<file path="src/rtl/spi_word_receiver.sv">
// SPI slave receiver: oversampled SCK/CS/SDI, any word width, any SPI mode,
// either bit order, show-ahead receive FIFO with sticky error flags.
module spi_word_receiver #(
    parameter int unsigned WIDTH     = 8,
    parameter int unsigned DEPTH     = 4,
    parameter bit          CPOL      = 1'b0,
    parameter bit          CPHA      = 1'b0,
    parameter bit          LSB_FIRST = 1'b1
) (
    input  logic                       clk,
    input  logic                       nrst,
    input  logic                       sck,
    input  logic                       cs,
    input  logic                       sdi,
    input  logic                       pop,
    input  logic                       clr_err,
    output logic [WIDTH-1:0]           rdata,
    output logic                       rvalid,
    output logic [$clog2(DEPTH+1)-1:0] count,
    output logic                       we,
    output logic                       overflow,
    output logic                       frame_err
);

    localparam int unsigned AW = $clog2(DEPTH);
    localparam int unsigned CW = $clog2(DEPTH+1);
    localparam int unsigned BW = $clog2(WIDTH);

    // Reception is only armed once a genuine idle (cs high) has been seen
    // after reset; the two flush states let real input reach the synchroniser.
    typedef enum logic [1:0] {
        ST_FLUSH0,
        ST_FLUSH1,
        ST_WAIT_IDLE,
        ST_READY
    } state_t;

    state_t state_q, state_d;

    logic sck_q1, sck_q2, sck_q3;
    logic cs_q1, cs_q2, cs_q3;
    logic sdi_q1, sdi_q2;

    logic [WIDTH-1:0] shift_q, shift_d;
    logic [BW-1:0]    bcnt_q, bcnt_d;
    logic             push_q, push_d;
    logic             fe_pend_q, fe_pend_d;

    logic [WIDTH-1:0] mem_q [DEPTH];
    logic [AW-1:0]    wptr_q, wptr_d, rptr_q, rptr_d;
    logic [CW-1:0]    count_q, count_d;
    logic             we_q, ovf_q, ovf_d, ferr_q, ferr_d;

    logic sample_edge, cs_rise, bit_en;
    logic do_pop, do_push, full, ovf_set;

    assign sample_edge = (CPOL ^ CPHA) ? (~sck_q2 & sck_q3) : (sck_q2 & ~sck_q3);
    assign cs_rise     = cs_q2 & ~cs_q3;
    assign bit_en      = (state_q == ST_READY) && !cs_q2 && sample_edge;

    // Two-flop synchronisers plus a third flop on sck/cs for edge detection.
    always_ff @(posedge clk or negedge nrst) begin
        if (!nrst) begin
            sck_q1 <= CPOL;
            sck_q2 <= CPOL;
            sck_q3 <= CPOL;
            cs_q1  <= 1'b1;
            cs_q2  <= 1'b1;
            cs_q3  <= 1'b1;
            sdi_q1 <= 1'b0;
            sdi_q2 <= 1'b0;
        end else begin
            sck_q1 <= sck;
            sck_q2 <= sck_q1;
            sck_q3 <= sck_q2;
            cs_q1  <= cs;
            cs_q2  <= cs_q1;
            cs_q3  <= cs_q2;
            sdi_q1 <= sdi;
            sdi_q2 <= sdi_q1;
        end
    end

    // Arming state register.
    always_ff @(posedge clk or negedge nrst) begin
        if (!nrst) state_q <= ST_FLUSH0;
        else       state_q <= state_d;
    end

    // Arming next-state: wait for synchronised cs high before accepting bits.
    always_comb begin
        state_d = state_q;
        unique case (state_q)
            ST_FLUSH0:    state_d = ST_FLUSH1;
            ST_FLUSH1:    state_d = ST_WAIT_IDLE;
            ST_WAIT_IDLE: if (cs_q2) state_d = ST_READY;
            ST_READY:     state_d = ST_READY;
            default:      state_d = ST_FLUSH0;
        endcase
    end

    // Shift register, bit counter, word-complete and frame-error detection.
    always_comb begin
        shift_d   = shift_q;
        bcnt_d    = bcnt_q;
        push_d    = 1'b0;
        fe_pend_d = 1'b0;
        if (cs_rise && bcnt_q != '0) begin
            bcnt_d    = '0;
            fe_pend_d = 1'b1;
        end else if (bit_en) begin
            shift_d = LSB_FIRST ? {sdi_q2, shift_q[WIDTH-1:1]}
                                : {shift_q[WIDTH-2:0], sdi_q2};
            if (bcnt_q == BW'(WIDTH-1)) begin
                bcnt_d = '0;
                push_d = 1'b1;
            end else begin
                bcnt_d = bcnt_q + 1'b1;
            end
        end
    end

    // Receive path registers.
    always_ff @(posedge clk or negedge nrst) begin
        if (!nrst) begin
            shift_q   <= '0;
            bcnt_q    <= '0;
            push_q    <= 1'b0;
            fe_pend_q <= 1'b0;
        end else begin
            shift_q   <= shift_d;
            bcnt_q    <= bcnt_d;
            push_q    <= push_d;
            fe_pend_q <= fe_pend_d;
        end
    end

    // FIFO control: a pop frees the slot a simultaneous full-FIFO push needs.
    always_comb begin
        do_pop  = pop && (count_q != '0);
        full    = (count_q == CW'(DEPTH));
        do_push = push_q && (!full || do_pop);
        ovf_set = push_q && full && !do_pop;
        wptr_d  = do_push ? wptr_q + 1'b1 : wptr_q;
        rptr_d  = do_pop  ? rptr_q + 1'b1 : rptr_q;
        count_d = count_q;
        if (do_push && !do_pop)      count_d = count_q + 1'b1;
        else if (!do_push && do_pop) count_d = count_q - 1'b1;
        ovf_d  = (clr_err ? 1'b0 : ovf_q)  | ovf_set;
        ferr_d = (clr_err ? 1'b0 : ferr_q) | fe_pend_q;
    end

    // FIFO pointers, occupancy and status flags.
    always_ff @(posedge clk or negedge nrst) begin
        if (!nrst) begin
            wptr_q  <= '0;
            rptr_q  <= '0;
            count_q <= '0;
            we_q    <= 1'b0;
            ovf_q   <= 1'b0;
            ferr_q  <= 1'b0;
        end else begin
            wptr_q  <= wptr_d;
            rptr_q  <= rptr_d;
            count_q <= count_d;
            we_q    <= do_push;
            ovf_q   <= ovf_d;
            ferr_q  <= ferr_d;
        end
    end

    // FIFO storage; contents are hidden behind rvalid so no reset is needed.
    always_ff @(posedge clk) begin
        if (do_push) mem_q[wptr_q] <= shift_q;
    end

    assign rvalid    = (count_q != '0);
    assign rdata     = rvalid ? mem_q[rptr_q] : '0;
    assign count     = count_q;
    assign we        = we_q;
    assign overflow  = ovf_q;
    assign frame_err = ferr_q;

endmodule

</file>
<file path="config.mk">
export PLATFORM = sky130hd
export DESIGN_NAME = spi_word_receiver
export DESIGN_NICKNAME = d
export VERILOG_FILES = /design/src/rtl/spi_word_receiver.sv
export SDC_FILE = /design/constraint.sdc
export NUM_CORES = 1
export LEC_CHECK = 0
export BUFFER_PORTS_ARGS = -buffer_cell sky130_fd_sc_hd__clkbuf_2
export CAP_MARGIN = 20
export CORE_MARGIN = 2
export CORE_UTILIZATION = 52
export DETAILED_ROUTE_END_ITERATION = 8
export PLACE_DENSITY = 0.8
export SLEW_MARGIN = 20
export SYNTH_ARGS = -nofsm -noshare
export SYNTH_HDL_FRONTEND = slang
export SYNTH_SLANG_ARGS = --single-unit
</file>
<file path="constraint.sdc">
create_clock -name clk -period 2.2 [get_ports clk]
set_clock_uncertainty 0.15 [all_clocks]
set_input_delay 0.44 -clock clk [delete_from_list [all_inputs] [get_ports clk]]
set_output_delay 0.44 -clock clk [all_outputs]
set_load 0.05 [all_outputs]
</file>
## Word-level counts from Yosys, hierarchy flattened

Memory sizes are Yosys's and may differ from the RTL's.
Index checks and enable logic that the tools add are counted.

| cells by class | value |
|---|---|
| add/sub/neg operators | 5 |
| eq/ne operators | 6 |
| muxes and demuxes | 16 |
| bitwise gates (word level) | 7 |
| reduce and logical (&&, ||, !) cells | 20 |

Operators by type and width:

| kind | number |
|---|---|
| $mux W3 | 5 |
| $logic_and A1 B1 Y1 | 9 |
| $mux W1 | 8 |
| $mux W8 | 1 |
| $pmux W2 S4 | 1 |
| $add A3 B1 Y3 const B | 2 |
| $eq A3 B3 Y1 const B | 2 |
| $reduce_bool A3 Y1 | 2 |
| $add A2 B1 Y2 const B | 2 |
| $eq A2 B2 Y1 const B | 2 |
| $logic_not A1 Y1 | 4 |
| $reduce_bool A2 Y1 | 2 |
| $not A1 Y1 | 3 |
| $sub A3 B1 Y3 const B | 1 |
| $and A1 B1 Y1 | 2 |
| $eq A2 B1 Y1 const B | 1 |
| $logic_not A2 Y1 | 1 |
| $mux W2 | 1 |
| $ne A2 B2 Y1 const B | 1 |
| $or A1 B1 Y1 | 2 |
| $reduce_and A2 Y1 | 1 |
| $logic_or A1 B1 Y1 | 1 |

| word-level totals | value |
|---|---|
| register bits | 33 |
| RAM bits | 32 |
| input port bits | 7 |
| output and inout bits | 15 |
| logic and storage cells | 74 |
| memories kept | 1 |

Memory list:

| memory | depth | width | rd ports | clocked after memory_dff | wr ports | line | RTL |
|---|---|---|---|---|---|---|---|
| mem_q | 4 | 8 | 1 | 0 | 1 | 49 | `logic [WIDTH-1:0] mem_q [DEPTH];` |

## Longest topological paths before layout

| depth | value |
|---|---|
| depth after elaboration | 8 |
| gate-level depth with buffers | 9 |
| gate-level depth less buffers | 8 |

## Least setup slack after synthesis

No wires, ideal clock.

| timing path | value |
|---|---|
| kind | reg2reg |
| from | reg count_q[0] (netlist: count[0]) |
| to | reg count_q[2] (netlist: count[2]) |
| data arrival time | 2188 ps |
| path slack | -220 ps |
| stages on the path, launching flop included | 9 |
| path buffers | 0 |
| period minus slack after synthesis | 2420 ps |
| cells stage by stage | dfrtp_1 or3_1 nand2_1 ha_1 inv_1 fa_1 xor2_1 nor2_1 xor2_1 |

| on the way | value |
|---|---|
| longest elaborated chain between the ends | 7 |
| elaborated cells on any way between the ends | 15 |
| classes of those cells | 2 x add/sub; 1 x eq/ne; 2 x mux; 10 x reduce/logical |

RTL lines:

| item | line | RTL |
|---|---|---|
| from (decl) | 51 | `logic [CW-1:0] count_q, count_d;` |
| from (signal assigned) | 165 | `count_q <= count_d;` |
| parallel branches: the longest is 7 deep, another holds $sub A3 B1 Y3 | - |  |

Parallel ways; which one is timed is not known. The select of a mux whose other input is x is not followed.
A chain may end at the register's enable or synchronous reset.

## Worst setup path in the final report

| timing path | value |
|---|---|
| from | reg rptr_q[0] |
| to | out rdata[0] |

| on the way | value |
|---|---|
| longest elaborated chain between the ends | 2 |

RTL lines:

| item | line | RTL |
|---|---|---|
| from (decl) | 50 | `logic [AW-1:0] wptr_q, wptr_d, rptr_q, rptr_d;` |
| from (signal assigned) | 164 | `rptr_q <= rptr_d;` |
| $mem_v2 Z4 W8 | - |  |
| $mux W8 | 178 | `assign rdata = rvalid ? mem_q[rptr_q] : '0;` |
| to (decl) | 17 | `output logic [WIDTH-1:0] rdata,` |

Every way passes these cells.

==> out/metrics.cfg <==
[worst_setup_path]
critPathKind = register to primary output
ff2ff_path_depth = 7
crit_chain = buf_12, mux4_2, and2_4, buf_8
critPathArrivalTime_ns = 1.68
critPathSlowestCell = mux4_2
crit_buf_inv = 2
critical_path.startpoint_type = register
slowest_delay_ns = 0.51
endpoint_kind = primary output
critPathTopFamily = multiplexers
cp_data_required_time_ns = 1.61
crit_cells = 4
crit_fanout = 10

[floorplanning]
core_um2 = 4750
num_rows = 25
initial_core_util_pct = 54.1
io_pins = 22
die_w_um = 74.3
die_area_um2 = 5520
die_h_um = 74.3

[placement]
io_buffers = 21
dp_hpwl_mm = 2.65
place_ws_ns = 0.0159
dp_cells = 235
gp_congestion = 0.731

[synthesis]
syn_nets = 164
yosysWarnings = 0
syn_avg_cell_area_um2 = 17.4
synth_seq_area_share_pct = 69.7
synth_cells = 148
yosys.cell_types.count = 29
synth_seq_cells = 65
syn_area_um2 = 2570

[layout]
final_cell_mix = edfxtp_1 (32), dfrtp_1 (27), clkbuf_2 (12)
fin_nets = 196
num_antenna_cells = 0
syn_to_final_growth_pct = 20.9
instances_no_fill = 252
drive_above_1_share_pct = 41.1
final_common_cell = edfxtp_1

[sta]
drv_slew = 0
finalSetupViolations = 8
tns_ns = -0.438
period_minus_slack_ns = 2.27
rsz0062_at_grt = true
fmax_mhz = 440
setup_slack_ns = -0.0708
relSlewSlack_pct = 46.0
finalHoldViolCount = 0
worst_pin_slew_ns = 0.811
period_share_pct = 103

[detailed_routing]
dr_total_vias = 1254
routed_via_density = 4.98
routed_wl_mm = 3.97
post_drt_wl_per_cell_um = 15.7
dr.pass1.iters = 3
drc_errors = 0
postRouteAntennaNets = 0
drt_iter0_drc = 82

[run_status]
violations = setup timing
status = finished, violations left

[job]
max_cap_viol_count = 0

[grt]
grt-ovfl-total = 0
met1_usage_pct = 19.4
antenna_found_initial = 0
grt.met3_usage_pct = 4.07
grt_pass1_wl_mm = 6.46
grt_pass1_vias = 1333
grt_max_degree = 34
busiest_layer = met2
met2_usage_pct = 29.2
grt_usage_pct = 16.8

[power]
pwr-share-seq_pct = 38.6
clockPowerShare_pct = 23.8
ir_drop_uv = 558
p_leak_nw = 1.29
pwr-share-comb_pct = 37.6
p_sw_mw = 1.47
p_total_mw = 4.38
p_sw_share_pct = 33.5
powerDensity_nw_per_um2 = 1410
power.internal_mw = 2.91

[clock_network]
cts_tree = built
insertion_delay_ns = 0.32
clk_pin_slew_ns = 0.07
cts_num_sinks = 65
htree_levels = 3
clock-root-buffer = clkbuf_8
max-clock-path-buffers = 2
numCtsBuffers = 9

[hold_path]
hp-class = primary input to async pin

[Yosys cell counts]
| master | n | area share [%] |
|---|---|---|
| inv_1 | 9 | 1.3 |
| nand3_1 | 1 | 0.19 |
| nor2b_1 | 2 | 0.49 |
| clkbuf_1 | 1 | 0.15 |
| and2_1 | 12 | 2.9 |
| buf_2 | 1 | 0.19 |
| nand2_1 | 3 | 0.44 |
| fa_1 | 1 | 0.78 |
| a21o_1 | 1 | 0.29 |
| dfrtp_1 | 30 | 29 |
| mux2_4 | 1 | 0.58 |
| a22o_1 | 1 | 0.34 |
| mux2i_1 | 4 | 1.6 |
| mux4_2 | 8 | 7.0 |
| nand2b_1 | 1 | 0.24 |
| nand4_1 | 1 | 0.24 |
| buf_6 | 2 | 0.88 |
| nor4b_4 | 1 | 0.92 |
| o21ai_0 | 2 | 0.39 |
| or3_1 | 1 | 0.24 |
| xor2_1 | 2 | 0.68 |
| ha_1 | 8 | 3.9 |
| or2_2 | 1 | 0.24 |
| buf_4 | 1 | 0.29 |
| mux2_2 | 9 | 3.9 |
| dfstp_2 | 3 | 3.1 |
| edfxtp_1 | 32 | 37 |
| nor2_1 | 5 | 0.73 |
| xnor2_1 | 4 | 1.4 |
[what timing repair did]
item	4_1_cts	5_1_grt
resized for setup	25	9
setup buffers	1	0
hold buffers	0	0
setup endpoints to repair	9	10
pin swaps	0	1
[flip-flops by register name, summed over array words and instances, names as in the netlist, 2 cells and up]
register  count
shift_q       8
bcnt_q        3
count         3
mem_q        32
rptr_q        2
wptr_q        2
state_q       2
[through the flow]
step	utilization (%)	cell area [um^2]	hold slack, ns
final	65.4	3110	0.0472
after global routing	65.4	3110	0.0333
after CTS	65.2	3100	0.0298
after detailed placement	58.8	2790	0.188
after global placement	58.8	2790	0.186
after floorplan	-	2600	-0.00559
[layer usage]
layer	wire, um	up-vias
met3	91	4
met2	2210	21
met1	1620	639
li1	-	590
met4	49	0
met5	0	-
[cells by family (layout without fill, tap and decap cells)]
family                   Yosys count  in the layout  share of synthesized area [%]
buffers and inverters             14             51                           2.82
multiplexers                      22             22                           13.1
flip-flops                        65             65                           69.7
adder cells (fa/ha/maj)            9              9                           4.67
XOR/XNOR                           6              6                           2.04
AND/OR/NAND/NOR                   28             28                           6.67
AO/OA/AOI/OAI                      4              4                           1.02
[power by group through the flow]
stage | Clock [mW] | Sequential (mW) | Combinational, mW
2_1_floorplan | 0 | 1.77 | 0.947
3_3_place_gp | 0 | 1.71 | 1.27
3_5_place_dp | 0 | 1.74 | 1.31
4_1_cts | 1.07 | 1.69 | 1.59
6_report | 1.04 | 1.69 | 1.65
5_1_grt | 1.11 | 1.72 | 1.76
[layout make-up]
| class | count | area, um^2 |
|---|---|---|
| clock buffers | 12 | 135 |
| clock inverters | 4 | 68.8 |
| fillers | 342 | 1650 |
| inverters | 9 | 33.8 |
| multi-input cells | 69 | 754 |
| flip-flops and latches | 65 | 1790 |
| well taps | 67 | 83.8 |
| repair buffers | 26 | 238 |
[worst paths after layout]
check / from / slack [ns] / to
setup / recovery: rptr_q[0]$_DFFE_PN0N_ / -0.07 / rdata[0]
max in group asynchronous: nrst / 1.30 / count[0]$_DFFE_PN0P_
hold / removal: nrst / 0.05 / overflow$_DFF_PN0_
setup reg to reg: count[0]$_DFFE_PN0P_ / 0.07 / count[1]$_DFFE_PN0P_
min in group clk: cs / 0.05 / cs_q1$_DFF_PN1_
hold reg to reg: sck_q1$_DFF_PN0_ / 0.20 / sck_q2$_DFF_PN0_
(Power assumes the default switching activity.)
